$ cat src/rtl/sbc_bus_ctrl_if.sv
`default_nettype none
// ============================================================================
// Module   : sbc_bus_ctrl_if
// Brief    : CPU-side bus and device-select signals of the SBC bus controller.
// Revision : 1.0
// ============================================================================
interface sbc_bus_ctrl_if;
    logic        phi2;
    logic [15:0] cpu_addr;
    logic        cpu_rw;
    logic        err_clr;
    logic        rom_cs_n;
    logic        ram_cs_n;
    logic        acia1_cs_n;
    logic [1:0]  acia1_rs;
    logic        rd_stb;
    logic        wr_stb;
    logic        rdy;
    logic        bus_err;

    modport master (
        output phi2, cpu_addr, cpu_rw, err_clr,
        input  rom_cs_n, ram_cs_n, acia1_cs_n, acia1_rs, rd_stb, wr_stb, rdy, bus_err
    );

    modport slave (
        input  phi2, cpu_addr, cpu_rw, err_clr,
        output rom_cs_n, ram_cs_n, acia1_cs_n, acia1_rs, rd_stb, wr_stb, rdy, bus_err
    );
endinterface
`default_nettype wire

$ cat src/rtl/sbc_bus_ctrl.sv
`default_nettype none
// ============================================================================
// Module   : sbc_bus_ctrl
// Brief    : 6502-style bus cycle controller: phi2 sampling, address decode,
//            per-region wait states, device strobes and early-abort flag.
// Revision : 1.0
// ============================================================================
module sbc_bus_ctrl #(
    parameter int unsigned RAM_WS     = 0,
    parameter int unsigned ROM_WS     = 1,
    parameter int unsigned ACIA_WS    = 3,
    parameter logic [15:0] ACIA1_BASE = 16'h8400,
    parameter logic [15:0] ROM_BASE   = 16'hC000
) (
    input  logic            fst_clk,
    input  logic            res_n,
    sbc_bus_ctrl_if.slave   bus
);

    typedef enum logic [1:0] {
        ST_IDLE     = 2'd0,
        ST_ACCESS   = 2'd1,
        ST_DONE     = 2'd2,
        ST_WAIT_LOW = 2'd3
    } state_t;

    // Chip-select vector order: {acia1, ram, rom}, active low
    localparam logic [2:0] c_CS_NONE = 3'b111;
    localparam logic [2:0] c_CS_ROM  = 3'b110;
    localparam logic [2:0] c_CS_RAM  = 3'b101;
    localparam logic [2:0] c_CS_ACIA = 3'b011;
    localparam logic [3:0] c_RAM_WS  = 4'(RAM_WS);
    localparam logic [3:0] c_ROM_WS  = 4'(ROM_WS);
    localparam logic [3:0] c_ACIA_WS = 4'(ACIA_WS);

    state_t     r_state, w_state_nxt;
    logic [3:0] r_cnt, w_cnt_nxt;
    logic [2:0] r_cs_n, w_cs_nxt;
    logic       r_phi2_meta, r_phi2_s, r_phi2_d;
    logic [1:0] r_warm;
    logic       r_armed;
    logic       r_rw;
    logic [1:0] r_rs;
    logic       r_rdy, w_rdy_nxt;
    logic       r_rd_stb, r_wr_stb, w_rd_nxt, w_wr_nxt;
    logic       r_bus_err, w_err_set;
    logic       w_latch;
    logic       w_rise, w_fall, w_fall_next;
    logic       w_hit_ram, w_hit_acia, w_hit_rom;

    // A phi2 already high when reset lifts must be seen low once before any rise counts
    assign w_rise      = r_armed & r_phi2_s & ~r_phi2_d;
    assign w_fall      = ~r_phi2_s & r_phi2_d;
    // The fall that will be detected next cycle, used to cancel a strobe due in DONE
    assign w_fall_next = ~r_phi2_meta & r_phi2_s;

    // Decode feeds the select flops in parallel with the address latch
    assign w_hit_ram  = (bus.cpu_addr < 16'h8000);
    assign w_hit_acia = (bus.cpu_addr[15:2] == ACIA1_BASE[15:2]);
    assign w_hit_rom  = (bus.cpu_addr >= ROM_BASE);

    always_comb begin
        w_state_nxt = r_state;
        w_cnt_nxt   = r_cnt;
        w_cs_nxt    = r_cs_n;
        w_rd_nxt    = 1'b0;
        w_wr_nxt    = 1'b0;
        w_err_set   = 1'b0;
        w_latch     = 1'b0;
        case (r_state)
            ST_IDLE: begin
                w_cs_nxt = c_CS_NONE;
                if (w_rise) begin
                    w_latch = 1'b1;
                    if (w_hit_ram) begin
                        w_state_nxt = ST_ACCESS;
                        w_cs_nxt    = c_CS_RAM;
                        w_cnt_nxt   = c_RAM_WS;
                    end else if (w_hit_acia) begin
                        w_state_nxt = ST_ACCESS;
                        w_cs_nxt    = c_CS_ACIA;
                        w_cnt_nxt   = c_ACIA_WS;
                    end else if (w_hit_rom) begin
                        w_state_nxt = ST_ACCESS;
                        w_cs_nxt    = c_CS_ROM;
                        w_cnt_nxt   = c_ROM_WS;
                    end else begin
                        w_state_nxt = ST_WAIT_LOW;
                    end
                end
            end
            ST_ACCESS: begin
                if (w_fall) begin
                    w_state_nxt = ST_IDLE;
                    w_cs_nxt    = c_CS_NONE;
                    w_err_set   = 1'b1;
                end else if (r_cnt != 4'd0) begin
                    w_cnt_nxt = r_cnt - 4'd1;
                end else begin
                    w_state_nxt = ST_DONE;
                    w_rd_nxt    = r_rw & ~w_fall_next;
                    w_wr_nxt    = ~r_rw & ~w_fall_next;
                end
            end
            ST_DONE: begin
                if (w_fall) begin
                    w_state_nxt = ST_IDLE;
                    w_cs_nxt    = c_CS_NONE;
                    w_err_set   = 1'b1;
                end else begin
                    w_state_nxt = ST_WAIT_LOW;
                end
            end
            default: begin
                if (w_fall) begin
                    w_state_nxt = ST_IDLE;
                    w_cs_nxt    = c_CS_NONE;
                end
            end
        endcase
        w_rdy_nxt = ~((w_state_nxt == ST_ACCESS) && (w_cnt_nxt != 4'd0));
    end

    always_ff @(posedge fst_clk or negedge res_n) begin
        if (!res_n) begin
            r_phi2_meta <= 1'b0;
            r_phi2_s    <= 1'b0;
            r_phi2_d    <= 1'b0;
            r_warm      <= 2'b00;
            r_armed     <= 1'b0;
            r_state     <= ST_IDLE;
            r_cnt       <= 4'd0;
            r_cs_n      <= c_CS_NONE;
            r_rw        <= 1'b1;
            r_rs        <= 2'b00;
            r_rdy       <= 1'b1;
            r_rd_stb    <= 1'b0;
            r_wr_stb    <= 1'b0;
            r_bus_err   <= 1'b0;
        end else begin
            r_phi2_meta <= bus.phi2;
            r_phi2_s    <= r_phi2_meta;
            r_phi2_d    <= r_phi2_s;
            r_warm      <= {r_warm[0], 1'b1};
            if (r_warm[1] && !r_phi2_s) begin
                r_armed <= 1'b1;
            end
            r_state  <= w_state_nxt;
            r_cnt    <= w_cnt_nxt;
            r_cs_n   <= w_cs_nxt;
            r_rdy    <= w_rdy_nxt;
            r_rd_stb <= w_rd_nxt;
            r_wr_stb <= w_wr_nxt;
            if (w_latch) begin
                r_rw <= bus.cpu_rw;
                r_rs <= bus.cpu_addr[1:0];
            end
            if (w_err_set) begin
                r_bus_err <= 1'b1;
            end else if (bus.err_clr) begin
                r_bus_err <= 1'b0;
            end
        end
    end

    assign bus.acia1_cs_n = r_cs_n[2];
    assign bus.ram_cs_n   = r_cs_n[1];
    assign bus.rom_cs_n   = r_cs_n[0];
    assign bus.acia1_rs   = r_rs;
    assign bus.rd_stb     = r_rd_stb;
    assign bus.wr_stb     = r_wr_stb;
    assign bus.rdy        = r_rdy;
    assign bus.bus_err    = r_bus_err;

endmodule
`default_nettype wire

$ cat src/flat_wrapper.sv
// flat-port wrapper written by rule: the top's interface ports become plain ports
module sbc_bus_ctrl_flat 
#(
    parameter int unsigned RAM_WS     = 0,
    parameter int unsigned ROM_WS     = 1,
    parameter int unsigned ACIA_WS    = 3,
    parameter logic [15:0] ACIA1_BASE = 16'h8400,
    parameter logic [15:0] ROM_BASE   = 16'hC000
)
  (fst_clk, res_n, bus_phi2, bus_cpu_addr, bus_cpu_rw, bus_err_clr, bus_rom_cs_n, bus_ram_cs_n, bus_acia1_cs_n, bus_acia1_rs, bus_rd_stb, bus_wr_stb, bus_rdy, bus_bus_err);
  sbc_bus_ctrl_if bus_i ();
  input  logic fst_clk;
  input  logic res_n;
  input wire logic [$bits(bus_i.phi2)-1:0] bus_phi2;
  input wire logic [$bits(bus_i.cpu_addr)-1:0] bus_cpu_addr;
  input wire logic [$bits(bus_i.cpu_rw)-1:0] bus_cpu_rw;
  input wire logic [$bits(bus_i.err_clr)-1:0] bus_err_clr;
  output wire logic [$bits(bus_i.rom_cs_n)-1:0] bus_rom_cs_n;
  output wire logic [$bits(bus_i.ram_cs_n)-1:0] bus_ram_cs_n;
  output wire logic [$bits(bus_i.acia1_cs_n)-1:0] bus_acia1_cs_n;
  output wire logic [$bits(bus_i.acia1_rs)-1:0] bus_acia1_rs;
  output wire logic [$bits(bus_i.rd_stb)-1:0] bus_rd_stb;
  output wire logic [$bits(bus_i.wr_stb)-1:0] bus_wr_stb;
  output wire logic [$bits(bus_i.rdy)-1:0] bus_rdy;
  output wire logic [$bits(bus_i.bus_err)-1:0] bus_bus_err;
  assign bus_i.phi2 = bus_phi2;
  assign bus_i.cpu_addr = bus_cpu_addr;
  assign bus_i.cpu_rw = bus_cpu_rw;
  assign bus_i.err_clr = bus_err_clr;
  assign bus_rom_cs_n = bus_i.rom_cs_n;
  assign bus_ram_cs_n = bus_i.ram_cs_n;
  assign bus_acia1_cs_n = bus_i.acia1_cs_n;
  assign bus_acia1_rs = bus_i.acia1_rs;
  assign bus_rd_stb = bus_i.rd_stb;
  assign bus_wr_stb = bus_i.wr_stb;
  assign bus_rdy = bus_i.rdy;
  assign bus_bus_err = bus_i.bus_err;
  sbc_bus_ctrl #(.RAM_WS(RAM_WS), .ROM_WS(ROM_WS), .ACIA_WS(ACIA_WS), .ACIA1_BASE(ACIA1_BASE), .ROM_BASE(ROM_BASE)) u_core (.fst_clk(fst_clk), .res_n(res_n), .bus(bus_i));
endmodule
$ cat config.mk
export PLATFORM = sky130hd
export DESIGN_NAME = sbc_bus_ctrl_flat
export DESIGN_NICKNAME = d
export VERILOG_FILES = /design/src/rtl/sbc_bus_ctrl_if.sv /design/src/rtl/sbc_bus_ctrl.sv /design/src/flat_wrapper.sv
export SDC_FILE = /design/constraint.sdc
export NUM_CORES = 1
export LEC_CHECK = 0
export BUFFER_PORTS_ARGS = -buffer_cell sky130_fd_sc_hd__buf_2
export CORE_ASPECT_RATIO = 1.1
export CORE_UTILIZATION = 37
export DETAILED_ROUTE_END_ITERATION = 8
export PLACE_DENSITY = 0.63
export SETUP_SLACK_MARGIN = 0.4
export SLEW_MARGIN = 20
export SYNTH_ARGS = -nofsm -noshare
export SYNTH_HDL_FRONTEND = slang
export SYNTH_SLANG_ARGS = --single-unit
$ cat constraint.sdc
create_clock -name fst_clk -period 2.46 [get_ports fst_clk]
set_input_delay 0.246 -clock fst_clk [delete_from_list [all_inputs] [get_ports fst_clk]]
set_output_delay 0.246 -clock fst_clk [all_outputs]
set_load 0.005 [all_outputs]
After elaboration in Yosys (flattened, before gate mapping)

Index checks and enable logic that the tools add are counted.

Add/subtract/negate cells: 1
Equality and inequality tests: 4
Bitwise gates (word level): 12
Multiplexer cells: 34
Reduce and logical (&&, ||, !) cells: 9
Order comparisons: 2

Operators with widths:

| kind                   | number |
|---|---|
| $mux W4                | 6 |
| $ge A16 B16 Y1 const B | 1 |
| $lt A16 B16 Y1 const B | 1 |
| $mux W2                | 8 |
| $mux W3                | 5 |
| $eq A14 B14 Y1 const B | 1 |
| $mux W1                | 13 |
| $pmux W4 S2            | 1 |
| $reduce_bool A4 Y1     | 2 |
| $and A1 B1 Y1          | 6 |
| $not A1 Y1             | 6 |
| $pmux W2 S3            | 1 |
| $eq A2 B1 Y1 const B   | 2 |
| $reduce_bool A2 Y1     | 2 |
| $sub A4 B1 Y4 const B  | 1 |
| $eq A2 B2 Y1 const B   | 1 |
| $logic_and A1 B1 Y1    | 2 |
| $logic_not A2 Y1       | 1 |
| $reduce_or A2 Y1       | 1 |
| $logic_not A1 Y1       | 1 |

Output and inout port bits: 9
Input port bits: 21
Register bits after elaboration: 22
Word-level logic and storage cells: 76

Logic depth before layout (Yosys ltp)

Gate-level depths: netlist of run 1.

Depth in word-level cells: 9
Mapped depth: 9
Depth with buffers taken out: 8

Worst setup path before layout of run 1

OpenSTA, ideal clock, no wires.

Path kind: register to register
From: reg u_core.r_cnt[0]
To: reg u_core.r_rdy, in the netlist u_core.bus.rdy
Buffers on the path: 0
Data required time: 2.374 ns
Library setup time: 0.086 ns
Data arrival time: 1.848 ns
Stages on the path, launching flop included: 9
Period minus slack after synthesis: 1.934 ns
Path slack: 0.526 ns
Cells stage by stage: dfrtp_1 > inv_1 > ha_1 > or3b_4 > nand2_4 > xnor2_1 > a221o_1 > or2_1 > o31ai_2

Cells in the longest elaborated chain, start to end: 8
Elaborated cells on any way between the ends: 16
Classes of those cells: add/sub (1); eq/ne (1); mux (10); bitwise (1); reduce/logical (3)

Ends and longest elaborated chain:

| element                                               | RTL line            | text |
|---|---|---|
| start, declared                                       | sbc_bus_ctrl.sv:37  | `logic [3:0] r_cnt, w_cnt_nxt;` |
| start signal, assigned                                | sbc_bus_ctrl.sv:149 | `r_cnt <= w_cnt_nxt;` |
| branches (longest 4 deep; another with $sub A4 B1 Y4) | -                   |  |
| $pmux W4 S2 (*)                                       | sbc_bus_ctrl.sv:70  | `case (r_state)` |
| named net u_core.w_cnt_nxt[0]                         | sbc_bus_ctrl.sv:37  |  |
| $reduce_bool A4 Y1 (*)                                | sbc_bus_ctrl.sv:121 | `w_rdy_nxt = ~((w_state_nxt == ST_ACCESS) && (w_cnt_nxt != 4'd0));` |
| $logic_and A1 B1 Y1 (*)                               | sbc_bus_ctrl.sv:121 |  |
| $not A1 Y1 (*)                                        | sbc_bus_ctrl.sv:121 |  |
| named net u_core.w_rdy_nxt                            | sbc_bus_ctrl.sv:44  | `logic r_rdy, w_rdy_nxt;` |
| end signal, assigned                                  | sbc_bus_ctrl.sv:151 | `r_rdy <= w_rdy_nxt;` |
| end, declared                                         | sbc_bus_ctrl.sv:44  |  |

Mark *: on every way through the listed nets, which the timed path passes.
A chain may end at the register's enable or synchronous reset.

Final worst setup path of run 1

Ends and elaborated chain as after synthesis.

==> results.ini, run 1 <==
[worst_setup_path]
timing.critical_path.cells = inv_2 > ha_4 > or3b_4 > nand2_4 > xnor2_1 > a221o_1 > or2_1 > o31ai_2
crit_family = simple AND/OR/NAND/NOR gates
max_incr_delay_on_cp_ns = 0.44
timing_worst_setup_path_type = reg2reg
timing.critical_path.buf_inv = 1
crit_path_start_kind = flip-flop
setup.worst_path.end_class = flip-flop
arrival_ns = 2.22
wp_data_required_ns = 2.69
worstPathMaxFanout = 3
critical-path-slowest-cell = sky130_fd_sc_hd__dfrtp_2

[floorplan]
coreArea_mm2 = 0.00283
die_area_mm2 = 0.00327
floorplan_die_height_um = 59.9
std_cell_rows = 20
starting_utilization_of_the_core_area = 0.398
io_pins = 30
die_width_um = 54.6

[logic_synthesis]
ys_seq_area_frac = 0.494
synth.area.mux_share = 0.0478
largest_family_of_logic_cells_by_synthesized_area = compound AO/OA/AOI/OAI gates
netlist-cell-type-count = 43
synth_top_cells_by_area = sky130_fd_sc_hd__dfrtp_1, sky130_fd_sc_hd__dfstp_2, sky130_fd_sc_hd__ha_1
number_of_flops_mapped_to_enable_cells_by_yosys = 0
synth_top_flop_cell = sky130_fd_sc_hd__dfrtp_1
synth_top_area_share = 0.378
synth_simple_gate_area_share = 0.163
yosys_register_bits = 22
synth_area_leader_cell = sky130_fd_sc_hd__dfrtp_1
synth-compound-area-share = 0.171
syn_avg_cell_area_um2 = 10.7
area_share_of_xor_xnor_cells_in_the_synthesized_design = 0.00778
mappedNetlistNets = 131
share_of_synthesized_registers_carrying_an_async_set_or_reset = 1.00
netlist_instances = 105
ys.warnings.count = 0
mappedNetlistArea_mm2 = 0.00113
yosys.area_share.adder = 0.0556

[finish]
layout-area-overhead-vs-synth_pct = 25.2
nNetsFinal = 171
final_common_cell = sky130_fd_sc_hd__buf_2
mostFrequentLayoutCells = sky130_fd_sc_hd__buf_2, sky130_fd_sc_hd__dfrtp_1, sky130_fd_sc_hd__nor2_1
layout.filler_cells = 272
diodes = 0
post_route_cells_drive_above_1_share = 0.431

[sta]
clock.fmax_mhz = 500
tightestPinTransition_ns = 0.498
slew_violations = 0
report.final.hold_viol_count = 0
period_minus_slack_ns = 2.00
grt_setup_unrepaired = true
fin_crit_sh = 0.813
totalNegativeSetupSlack_ns = 0
fin_ws_ns = 0.461
slew_headroom = 0.667
clock-skew-final_ns = 0.00103
setup-violations-final = 0

[clock_network]
cts_buffers = 3
clock_tree.root_cell = sky130_fd_sc_hd__clkbuf_4
count_of_h_tree_levels_built_during_cts = 1
tritoncts_num_sinks = 22
clk_path_buf_depth = 2
clock_tree_from_tritoncts = yes
clkLatencyLatePin_ns = 0.30
clkTransAtPathRegs_ns = 0.11

[drt]
detail-route-antenna-nets = 0
num_vias = 957
wl_um = 2290
route.detailed.wl_per_inst_um = 12.9
drc_errors = 0
firstDrtPassIters = 4
via_per_inst = 5.41
detailedRoute.firstIterationViolations = 15

[grt]
grt_antenna_before_repair = 0
largest_net_degree_at_the_start_of_global_routing = 23
grtUsageTotal = 0.156
grt_pass1_vias = 857
grt_pass1_wl_um = 3690
grt_residual_overflow = 0

[placed_design]
io_buffer_count = 29
routabilityCongestion = 0.890
place.detailed.hpwl_um = 1710
post-place-ws_ns = 0.431

[power]
power_per_cell_area_mw_per_mm2 = 1110
vdd_drop_max_mv = 0.534
p_leak_nw = 0.672

[outcome]
outcome = complete, no violations

[hold_path]
hold_path.class = in2reg

[flow_run]
drv.max_cap_violation_count = 0

## flip-flops by register name, indices dropped and copies added, names as in the netlist, 2 cells and up
| name | flops |
|---|---|
| u_core.r_warm | 2 |
| u_core.bus.acia1_rs | 2 |
| u_core.r_cnt | 4 |
| u_core.r_state | 2 |
| u_core.r_cs_n | 3 |
## power breakdown
| group | switching [W] | internal, W |
|---|---|---|
| Clock | 0.000102 | 0.0000902 |
| Combinational | 0.000408 | 0.000420 |
| Sequential | 0.0000718 | 0.000473 |
## synth_stat cells (2+ instances only)
| cell | instances |
|---|---|
| sky130_fd_sc_hd__a21o_1 | 2 |
| sky130_fd_sc_hd__a21oi_1 | 6 |
| sky130_fd_sc_hd__a22o_2 | 2 |
| sky130_fd_sc_hd__dfrtp_1 | 17 |
| sky130_fd_sc_hd__dfstp_2 | 5 |
| sky130_fd_sc_hd__ha_1 | 5 |
| sky130_fd_sc_hd__inv_1 | 9 |
| sky130_fd_sc_hd__mux2_2 | 3 |
| sky130_fd_sc_hd__mux2i_1 | 2 |
| sky130_fd_sc_hd__nand2_1 | 4 |
| sky130_fd_sc_hd__nor2_1 | 11 |
| sky130_fd_sc_hd__nor3_1 | 3 |
| sky130_fd_sc_hd__nor4_1 | 3 |
| sky130_fd_sc_hd__o21ai_0 | 4 |
## path summary, 6_finish.rpt
kind	from	end	slack [ns]	cells after the start
max	u_core.r_cnt[0]	u_core.bus.rdy	0.46	8
min	bus_phi2	u_core.r_phi2_meta	0.04	1
max reg2reg	u_core.r_cnt[0]	u_core.bus.rdy	0.46	8
min reg2reg	u_core.r_warm[0]	u_core.r_warm[1]	0.37	0
max in group asynchronous	res_n	u_core.r_cnt[0]	1.67	2
min in group asynchronous	res_n	u_core.r_state[0]	0.43	2
## cells by family (layout without fill, tap and decap cells)
family                   after synthesis  count (layout)
AND/OR/NAND/NOR                       33              33
AO/OA/AOI/OAI                         26              26
flip-flops                            22              22
buffers and inverters                 12              51
adder cells (fa/ha/maj)                5               5
multiplexers                           5               5
other                                  1               1
XOR/XNOR                               1               1
## metal layers
metal | share of wire | wire length, um | vias to the layer above | GRT usage
met3 | 0.069 | 157 | 2 | 0.0254
met2 | 0.50 | 1140 | 36 | 0.263
li1 | - | - | 452 | -
met5 | 0 | 0 | - | 0
met4 | 0.0017 | 4 | 0 | 0.0440
met1 | 0.43 | 983 | 467 | 0.202
## layout make-up
cell class | instances | area [um^2] | share of cell area
sequential | 22 | 558 | 0.396
multi-input combinational | 71 | 520 | 0.369
inverter | 10 | 42.5 | 0.0302
timing repair buffer | 37 | 211 | 0.150
tap | 33 | 41.3 | 0.0293
clock buffer | 4 | 36.3 | 0.0257
## through the flow
step / power, W / utilization / cell area, um^2 / std cells / hold WS (ns)
6_report: 0.00157 / 0.499 / 1410 / 177 / 0.0443
5_1_grt: 0.00169 / 0.499 / 1410 / 177 / 0.0173
4_1_cts: 0.00147 / 0.476 / 1350 / 171 / 0.0217
3_5_place_dp: 0.00126 / 0.459 / 1300 / 166 / 0.238
3_3_place_gp: 0.00125 / 0.459 / 1300 / 166 / 0.236
2_1_floorplan: 0.00111 / - / 1130 / 105 / -0.0496
## timing repair
action | in CTS | in global routing
hold buffers | 1 | 0
pin swaps | 0 | 5
endpoints found under the setup margin | 1 | 1
buffers inserted | 0 | 6
gates resized for setup | 1 | 6
endpoints found under the hold margin | 17 | 0
(Power assumes the default switching activity.)
==> run 2, diff against run 1 <==
- PLACE_DENSITY: 0.63 -> 0.65
- clock period: 2.46 -> 1.6 ns (I/O delays scaled with it)
==> results.ini, run 2 (synthesis results as in run 1) <==
[drt]
drc_errors = 0  ; unchanged
num_vias = 1034  ; +8.0%
detail-route-antenna-nets = 0  ; unchanged
route.detailed.wl_per_inst_um = 14.0  ; +8.7%
detailedRoute.firstIterationViolations = 22  ; +7
firstDrtPassIters = 4  ; unchanged
wl_um = 2820  ; +23%
via_per_inst = 5.14  ; -4.9%

[hold_path]
timing.hold.worst.start = bus_err_clr
hold_path.class = in2reg

[floorplan]
starting_utilization_of_the_core_area = 0.398  ; unchanged
die_area_mm2 = 0.00327  ; unchanged
die_width_um = 54.6  ; unchanged
floorplan_die_height_um = 59.9  ; unchanged
io_pins = 30  ; unchanged
std_cell_rows = 20  ; unchanged
coreArea_mm2 = 0.00283  ; unchanged

[clock_network]
count_of_h_tree_levels_built_during_cts = 1  ; unchanged
tritoncts_num_sinks = 22  ; unchanged
cts_buffers = 3  ; unchanged
clkLatencyLatePin_ns = 0.31  ; about the same
clk_path_buf_depth = 2  ; unchanged
clock_tree_from_tritoncts = yes
clkTransAtPathRegs_ns = 0.13  ; +0.02 ns
clock_tree.root_cell = sky130_fd_sc_hd__clkbuf_4

[finish]
regMostFlops = u_core.r_cnt
mostFrequentLayoutCells = sky130_fd_sc_hd__buf_2, sky130_fd_sc_hd__buf_4, sky130_fd_sc_hd__dfrtp_1
reg.largest.list = u_core.r_cnt x4, u_core.r_cs_n x3
final_core_util = 0.616  ; +0.118
post_route_cells_drive_above_1_share = 0.601  ; +0.171
layout-area-overhead-vs-synth_pct = 54.8
diodes = 0  ; unchanged
final_common_cell = sky130_fd_sc_hd__buf_2
largest_reg_flops = 4  ; unchanged
nNetsFinal = 195  ; +14%
fin_cells = 201  ; +14%
layout.filler_cells = 218  ; -20%

[outcome]
outcome = finished, violations left
failing_checks = setup timing

[worst_setup_path]
timing.critical_path.from = u_core.r_cnt[1]
timing_worst_setup_path_type = reg2reg
r2r_start = u_core.r_cnt[1]
crit_path_start_kind = flip-flop
max_incr_delay_on_cp_ns = 0.41  ; -0.03 ns
wp_data_required_ns = 1.84  ; -0.85 ns
critical-path-slowest-cell = sky130_fd_sc_hd__dfrtp_1
setup.worst_path.end_class = flip-flop
timing.critical_path.cells = inv_2 > ha_4 > or3b_4 > nand2_4 > xnor2_2 > a221o_1 > or2_1 > o31ai_2
worstPathMaxFanout = 2  ; -1
arrival_ns = 2.20  ; -0.02 ns

[placed_design]
routabilityCongestion = 0.878  ; -1.4%
io_buffer_count = 29  ; unchanged
number_of_instances_in_the_placed_design = 192  ; +16%
place.detailed.hpwl_um = 2050  ; +20%

[power]
vdd_drop_max_mv = 1.05  ; +97%
total_power_w = 0.00322  ; +110%
power_per_cell_area_mw_per_mm2 = 1840  ; +66%
power.combinational.fraction = 0.612  ; +0.083
p_leak_nw = 0.851  ; +27%
seq_power_share = 0.255  ; -0.093
internal-power_w = 0.00207  ; +110%
p_clk_frac = 0.133  ; +0.010
swShare = 0.357  ; -0.0145
switching_power_w = 0.00115  ; +97%

[sta]
slew_violations = 0  ; unchanged
fin_ws_ns = -0.361  ; -0.822 ns
fin_crit_sh = 1.23  ; +0.413
grt_setup_unrepaired = true
clock.fmax_mhz = 510  ; +1.9%
report.final.hold_viol_count = 0  ; unchanged
totalNegativeSetupSlack_ns = -0.723  ; -0.723 ns
setup-violations-final = 4  ; +4
clock-skew-final_ns = 0.00427  ; +0.00324 ns
period_minus_slack_ns = 1.96  ; -0.0380 ns

[grt]
grtUsageTotal = 0.202  ; +0.0461
grt_antenna_before_repair = 0  ; unchanged
grt_pass1_vias = 1035  ; +21%
grt_residual_overflow = 0  ; unchanged
largest_net_degree_at_the_start_of_global_routing = 23  ; unchanged
grt_pass1_wl_um = 4630  ; +25%

[flow_run]
drv.max_cap_violation_count = 0  ; unchanged

-- run 2: cell types whose count changed in the layout (fill, tap and decap cells not counted), moves of 2 or more --
cell                      change
sky130_fd_sc_hd__buf_4       +21
sky130_fd_sc_hd__a21oi_1      -3
sky130_fd_sc_hd__a21oi_2      +3
sky130_fd_sc_hd__mux2_2       -3
sky130_fd_sc_hd__mux2_4       +3
sky130_fd_sc_hd__buf_6        +2
sky130_fd_sc_hd__ha_4         +2
-- run 2: per-stage QoR --
stage | setup WS (ns) | hold slack (ns) | area [um^2]
global route | -0.441 | 0.0201 | 1740
finish | -0.361 | 0.0225 | 1740
CTS | -0.347 | 0.0215 | 1710
global placement | -0.271 | 0.145 | 1540
floorplan | -0.306 | -0.136 | 1170
detailed placement | -0.362 | 0.152 | 1540
-- run 2: critical path, delay by kind of cell, from the launching register on --
| kind | cells | cell delay, ns |
|---|---|---|
| adder cells (fa/ha/maj) | 1 | 0.13 |
| XOR/XNOR | 1 | 0.06 |
| flip-flops | 1 | 0.41 |
| AND/OR/NAND/NOR | 3 | 0.70 |
| buffers and inverters | 1 | 0.09 |
| AO/OA/AOI/OAI | 2 | 0.48 |
-- run 2: path summary, 6_finish.rpt --
path,endpoint,slack [ns],cells past startpoint
setup / recovery,u_core.bus.rdy,-0.36,8
hold / removal,u_core.bus.bus_err,0.02,2
setup reg to reg,u_core.bus.rdy,-0.36,8
hold reg to reg,u_core.r_warm[1],0.37,0
max in group asynchronous,u_core.r_phi2_s,0.88,2
min in group asynchronous,u_core.bus.bus_err,0.35,2
-- run 2: cell type report --
type / count / area, um^2 / share of cell area
multi-input combinational: 71 / 647 / 0.371
sequential: 22 / 558 / 0.320
timing repair buffer: 61 / 402 / 0.230
inverter: 10 / 42.5 / 0.0244
tap: 33 / 41.3 / 0.0237
clock inverter: 1 / 30.0 / 0.0172
clock buffer: 3 / 22.5 / 0.0129
-- run 2: power by group through the flow --
stage,Combinational (W),Sequential [W],Clock [W]
3_5_place_dp,0.00158,0.000821,0
2_1_floorplan,0.000916,0.000845,0
5_1_grt,0.00214,0.000837,0.000459
3_3_place_gp,0.00153,0.000812,0
4_1_cts,0.00188,0.000813,0.000436
6_report,0.00197,0.000820,0.000428
-- run 2: per-layer routing --
layer,wire length [um],GRT usage,up-vias
li1,-,-,498
met1,1160,0.239,503
met2,1530,0.360,28
met3,95,0.0229,5
met4,45,0.0842,0
met5,0,0,-
-- run 2: repair_timing --
item,CTS,global route
buffers inserted,3,0
endpoints found under the hold margin,18,0
hold buffers,2,0
setup endpoints to repair,15,15
pin swaps,6,6
gates resized for setup,15,9
